[src/rtl/bcast_tx_pkg.sv]
// Shared broadcast word layout {en,start,last,unit_id,data} and the transmitter FSM states.
// Unit-side decoders use the same offset helpers so both ends agree on the format.
package bcast_tx_pkg;

  typedef enum logic [1:0] {
    ST_IDLE  = 2'd0,
    ST_SEND  = 2'd1,
    ST_DRAIN = 2'd2
  } state_e;

  localparam int BC_CTRL_W = 3;

  function automatic int bc_width(input int unit_w, input int data_w);
    return BC_CTRL_W + unit_w + data_w;
  endfunction

  function automatic int bc_uid_lsb(input int data_w);
    return data_w;
  endfunction

  function automatic int bc_last_bit(input int unit_w, input int data_w);
    return data_w + unit_w;
  endfunction

  function automatic int bc_start_bit(input int unit_w, input int data_w);
    return data_w + unit_w + 1;
  endfunction

  function automatic int bc_en_bit(input int unit_w, input int data_w);
    return data_w + unit_w + 2;
  endfunction

endpackage

[src/rtl/bcast_tx_prio.sv]
// Lowest-index-first priority encoder: one-hot/multi-hot request to index plus any-valid.
module prio_enc_lsb #(
  parameter int N = 8,
  parameter int W = $clog2(N)
) (
  input  logic [N-1:0] req_i,
  output logic [W-1:0] idx_o,
  output logic         any_o
);

  always_comb begin
    idx_o = '0;
    for (int k = N - 1; k >= 0; k--) begin
      if (req_i[k]) idx_o = W'(k);
    end
  end

  assign any_o = |req_i;

endmodule

[src/rtl/bcast_tx.sv]
// Host-side packet transmitter: picks the lowest idle, non-pending unit per packet and
// streams the packet words into the broadcast network one cycle after acceptance.
module bcast_tx
  import bcast_tx_pkg::*;
#(
  parameter int  DATA_WIDTH  = 16,
  parameter int  N_UNITS     = 8,
  parameter int  MAX_WORDS   = 8,
  localparam int UNIT_W      = $clog2(N_UNITS),
  localparam int BCAST_WIDTH = bc_width(UNIT_W, DATA_WIDTH)
) (
  input  logic                   clk_i,
  input  logic                   rst_n_i,
  input  logic [DATA_WIDTH-1:0]  in_data_i,
  input  logic                   in_start_i,
  input  logic                   in_last_i,
  input  logic                   in_valid_i,
  output logic                   in_ready_o,
  input  logic [N_UNITS-1:0]     unit_idle_i,
  output logic [BCAST_WIDTH-1:0] bcast_out_o,
  output logic                   err_o
);

  localparam int CNT_W = $clog2(MAX_WORDS + 1);
  localparam logic [CNT_W-1:0] MAX_CNT = CNT_W'(MAX_WORDS);
  localparam logic [CNT_W-1:0] ONE_CNT = CNT_W'(1);
  localparam bit ONE_WORD = (MAX_WORDS == 1);
  localparam int UID_LSB   = bc_uid_lsb(DATA_WIDTH);
  localparam int LAST_BIT  = bc_last_bit(UNIT_W, DATA_WIDTH);
  localparam int START_BIT = bc_start_bit(UNIT_W, DATA_WIDTH);
  localparam int EN_BIT    = bc_en_bit(UNIT_W, DATA_WIDTH);

  state_e                 state_q;
  logic [UNIT_W-1:0]      uid_q;
  logic [UNIT_W-1:0]      sel_idx;
  logic [CNT_W-1:0]       cnt_q;
  logic [CNT_W-1:0]       cnt_inc;
  logic [N_UNITS-1:0]     pend_q;
  logic [N_UNITS-1:0]     idle_q;
  logic [N_UNITS-1:0]     elig;
  logic [N_UNITS-1:0]     pend_set;
  logic [BCAST_WIDTH-1:0] bcast_q;
  logic                   run_q;
  logic                   err_q;
  logic                   any_elig;
  logic                   acc;
  logic                   first_acc;

  function automatic logic [BCAST_WIDTH-1:0] pack(input logic st, input logic ls,
                                                   input logic [UNIT_W-1:0] uid,
                                                   input logic [DATA_WIDTH-1:0] d);
    logic [BCAST_WIDTH-1:0] p;
    p = '0;
    p[DATA_WIDTH-1:0]       = d;
    p[UID_LSB +: UNIT_W]    = uid;
    p[LAST_BIT]             = ls;
    p[START_BIT]            = st;
    p[EN_BIT]               = 1'b1;
    return p;
  endfunction

  // Idle status is registered, so a unit becoming idle is usable from the following cycle.
  assign elig = idle_q & ~pend_q;

  prio_enc_lsb #(
    .N(N_UNITS),
    .W(UNIT_W)
  ) u_prio (
    .req_i(elig),
    .idx_o(sel_idx),
    .any_o(any_elig)
  );

  assign in_ready_o = run_q & ((state_q != ST_IDLE) | ~(in_valid_i & in_start_i) | any_elig);
  assign acc        = in_valid_i & in_ready_o;
  assign first_acc  = acc & in_start_i & (state_q == ST_IDLE);
  assign cnt_inc    = cnt_q + ONE_CNT;

  always_comb begin
    pend_set = '0;
    if (first_acc) pend_set[sel_idx] = 1'b1;
  end

  always_ff @(posedge clk_i or negedge rst_n_i) begin
    if (!rst_n_i) begin
      state_q <= ST_IDLE;
      uid_q   <= '0;
      cnt_q   <= '0;
      pend_q  <= '0;
      idle_q  <= '0;
      bcast_q <= '0;
      run_q   <= 1'b0;
      err_q   <= 1'b0;
    end else begin
      run_q   <= 1'b1;
      idle_q  <= unit_idle_i;
      pend_q  <= (pend_q & unit_idle_i) | pend_set;
      bcast_q <= '0;
      if (acc) begin
        case (state_q)
          ST_IDLE: begin
            if (in_start_i) begin
              uid_q   <= sel_idx;
              cnt_q   <= ONE_CNT;
              bcast_q <= pack(1'b1, in_last_i | ONE_WORD, sel_idx, in_data_i);
              if (!in_last_i) begin
                if (ONE_WORD) begin
                  err_q   <= 1'b1;
                  state_q <= ST_DRAIN;
                end else begin
                  state_q <= ST_SEND;
                end
              end
            end else begin
              err_q <= 1'b1;
            end
          end
          ST_SEND: begin
            cnt_q <= cnt_inc;
            if (in_start_i) begin
              bcast_q <= pack(1'b0, 1'b1, uid_q, in_data_i);
              err_q   <= 1'b1;
              state_q <= ST_IDLE;
            end else if (in_last_i) begin
              bcast_q <= pack(1'b0, 1'b1, uid_q, in_data_i);
              state_q <= ST_IDLE;
            end else if (cnt_inc == MAX_CNT) begin
              bcast_q <= pack(1'b0, 1'b1, uid_q, in_data_i);
              err_q   <= 1'b1;
              state_q <= ST_DRAIN;
            end else begin
              bcast_q <= pack(1'b0, 1'b0, uid_q, in_data_i);
            end
          end
          ST_DRAIN: begin
            if (in_last_i) state_q <= ST_IDLE;
          end
          default: state_q <= ST_IDLE;
        endcase
      end
    end
  end

  assign bcast_out_o = bcast_q;
  assign err_o       = err_q;

endmodule

[config.mk]
export PLATFORM = sky130hd
export DESIGN_NAME = bcast_tx
export DESIGN_NICKNAME = d
export VERILOG_FILES = /design/src/rtl/bcast_tx_pkg.sv /design/src/rtl/bcast_tx_prio.sv /design/src/rtl/bcast_tx.sv
export SDC_FILE = /design/constraint.sdc
export NUM_CORES = 1
export LEC_CHECK = 0
export CORE_MARGIN = 4
export CORE_UTILIZATION = 35
export CTS_BUF_LIST = sky130_fd_sc_hd__clkbuf_16
export DETAILED_ROUTE_END_ITERATION = 7
export RECOVER_POWER = 50
export SETUP_SLACK_MARGIN = 0.2
export SLEW_MARGIN = 20
export SYNTH_ARGS = -nofsm -noshare
export SYNTH_HDL_FRONTEND = slang
export SYNTH_SLANG_ARGS = --single-unit
[constraint.sdc]
create_clock -name clk_i -period 1.9 [get_ports clk_i]
set_clock_uncertainty 0.2 [all_clocks]
set_input_delay 0.19 -clock clk_i [delete_from_list [all_inputs] [get_ports clk_i]]
set_output_delay 0.19 -clock clk_i [all_outputs]
set_load 0.05 [all_outputs]
==> run_results.csv <==
group,metric,value,unit
status,outcome,"finished clean",
power_and_ir_drop,intPower,2.022,mW
placement,place.gp.congestion,0.7711,
power_and_ir_drop,power_density,961.4,mW/mm²
final_layout,nets,293,
job,max_cap_viol_count,0,
clock_network,htreeDepth,2,
route,drtIter0Drc,88,
synth,ys.warnings.count,0,
sta,report.final.slew_viol_count,0,
setup_path,crit_chain,"nand2b_4 > nand4_1 > o31a_1 > buf_6",
setup_path,cp_max_fo,4,
sta,setup_viol,0,
clock_network,tritoncts,"done",
floorplanning,die_area,0.006962,mm²
sta,worst_slew_pin_slew,617.5,ps
sta,fmax,534.9,MHz
clock_network,clk_path_buf_depth,2,
sta,hold_viol,0,
setup_path,cp_top_family,"flip-flops",
setup_path,critical_path_class,"register to primary output",
floorplanning,top_level_ports,53,
placement,port_buffers,52,
power_and_ir_drop,power_leakage,1.400,nW
global_route,antenna_found_initial,0,
route,dr.pass1.iters,4,
power_and_ir_drop,peakVddDrop,0.0004040,V
route,route.vias.total,1610,
route,viasPerCell,4.806,
setup_path,arrival,1480,ps
sta,rsz0062_at_grt,"yes",
synth,syn_inst,177,
clock_network,clk_pin_slew,60,ps
final_layout,layout_commonest_cell,"dfrtp_1",
synth,ys_types,40,
floorplanning,rows,27,
final_layout,layout_common_cells,"dfrtp_1, buf_4, clkdlybuf4s50_1",
route,drc_errors,0,
synth,synth_nets,207,
power_and_ir_drop,power_frac_seq,0.443,
power_and_ir_drop,pwr-share-clk,0.277,
floorplanning,core,0.005507,mm²
setup_path,cp_num_buf_inv,1,
synth,yosys.area.top_type,"dfrtp_1",
sta,fin_crit,1869,ps
clock_network,clock-sinks,49,
synth,async_flop_share,1.000,
synth,synth_enable_flop_cells,0,
placement,placed_area,0.002705,mm²
sta,fin_ws,30.58,ps
route,wl,4578,µm
synth,synth_top_cell_area_share,0.6156,
synth,syn_avg_cell_area,11.25,µm²
synth,synth_area,0.001992,mm²
power_and_ir_drop,pwr-share-comb,0.280,
final_layout,fin_area,0.003027,mm²
placement,post-place-ws,-29.24,ps
sta,finalCritPeriodShare,0.9839,
final_layout,drive_above_1_share,0.2319,
min_path,hp-class,"input pin to async pin",
final_layout,antennaDiodeCount,0,
floorplanning,die_w,83.44,µm
route,wl_per_cell,13.67,µm
sta,slew_headroom,0.5901,
synth,ys.flop_type,"dfrtp_1",
sta,whs,239.7,ps
global_route,gr-total-overflow,0,
global_route,grt_usage,0.1316,
power_and_ir_drop,p_sw_frac,0.3051,
power_and_ir_drop,power_switching,887.8,µW
clock_network,cts_buffers,5,
setup_path,critPathMaxStageDelay,360,ps
clock_network,clock_latency,280,ps
floorplanning,die_y,83.44,µm
global_route,grt_first_pass_wirelength,7238,µm
setup_path,critical_path.slowest_cell,"dfrtp_1",
clock_network,cts_root_buffer,"clkbuf_16",
route,final_antenna_net_count,0,
synth,synth-seq-cells,49,
synth,seq_area_frac_synth,0.6156,
floorplanning,start_util,0.3617,
setup_path,critPathLaunchType,"register",
placement,hpwl,3174,µm
final_layout,synthToLayoutAreaGrowth,51.95,%
setup_path,required,1510,ps
setup_path,ff2ff_setup_slack,40,ps
global_route,grt_max_degree,28,
synth,synth.area.top_cells,"dfrtp_1, and2_1, a21oi_1",
global_route,first_global_vias,1599,
setup_path,crit_path_end_kind,"primary output",
==> cell families (layout without fill, tap and decap cells) <==
logic type / after synthesis / count (layout) / synth area share
AND/OR/NAND/NOR: 75 / 75 / 0.2192
other: 1 / 1 / 0.001883
flip-flops: 49 / 49 / 0.6156
multiplexers: 1 / 1 / 0.005653
AO/OA/AOI/OAI: 43 / 43 / 0.1363
buffers and inverters: 7 / 93 / 0.01507
adder cells (fa/ha/maj): 1 / 1 / 0.006280
==> flip-flops by register name, indices dropped and copies added (netlist names) <==
name / cells
bcast_out_o: 22
cnt_q: 4
err_o: 1
idle_q: 8
pend_q: 8
run_q: 1
state_q: 2
uid_q: 3
==> final cells by class <==
| class | instances | area (µm²) |
|---|---|---|
| clock buffer | 5 | 125.1 |
| clock inverter | 2 | 7.507 |
| fill | 500 | 2480 |
| inverter | 4 | 15.01 |
| multi-input combinational | 121 | 825.8 |
| sequential | 49 | 1230 |
| tap | 72 | 90.09 |
| timing repair buffer | 82 | 733.2 |
==> power by group through the flow <==
stage	logic [mW]	clock network (mW)	registers [mW]
final	0.816	0.806	1.29
after floorplan	0.312	0	1.41
after global routing	0.888	0.878	1.30
after global placement	0.716	0	1.30
after CTS	0.734	0.832	1.29
after detailed placement	0.724	0	1.30
==> final timing paths <==
check                             startpoint        endpoint  cells after the start
max in group asynchronous            rst_n_i      state_q[0]                      3
worst max register to register     pend_q[2]        cnt_q[0]                      7
worst min register to register     pend_q[6]       pend_q[6]                      2
worst min-delay path                 rst_n_i  bcast_out_o[1]                      2
min in group clk_i              in_data_i[0]  bcast_out_o[0]                      2
worst max-delay path               pend_q[2]      in_ready_o                      4
==> worst reg2reg max path: cells and delay by family (launching register included) <==
kind | cells | cell delay [ps]
DFF | 1 | 360
buffers and inverters | 3 | 400
and+or+nand+nor | 2 | 480
AOI/OAI and AO/OA | 2 | 320
==> repair_timing <==
action	CTS	global route
setup buffers	7	6
hold buffers	1	0
endpoints found under the setup margin	43	33
resized for setup	28	21
pin swaps	4	5
endpoints found under the hold margin	22	0
cloned	0	1
==> synthesized netlist by cell type (2+ instances only) <==
master	number
o21ai_1	2
dfrtp_1	49
buf_2	3
nor2b_1	5
nand3_1	4
inv_1	4
nand2b_1	9
nor2_1	7
nand4_1	2
and2_1	16
nor3b_1	2
a211oi_1	3
a21oi_1	13
nand2_1	16
o21ai_0	13
o21a_1	2
nor3_1	4
==> stage by stage <==
step	util	power, mW	TNS, ps	cells
global placement	0.4913	2.017	0	313
CTS	0.5306	2.853	0	328
detailed placement	0.4913	2.026	-29.24	313
global route	0.5496	3.071	-71.59	335
finish	0.5496	2.910	0	335
floorplan	-	1.720	0	177
==> layer usage <==
layer	GRT usage	vias to the layer above	wire length, µm
met2	0.2208	52	2265
met4	0.05263	0	75
met3	0.04663	7	329
met1	0.1535	760	1908
met5	0	-	0
li1	-	791	-
No activity file was read; power rests on OpenSTA's default activity.
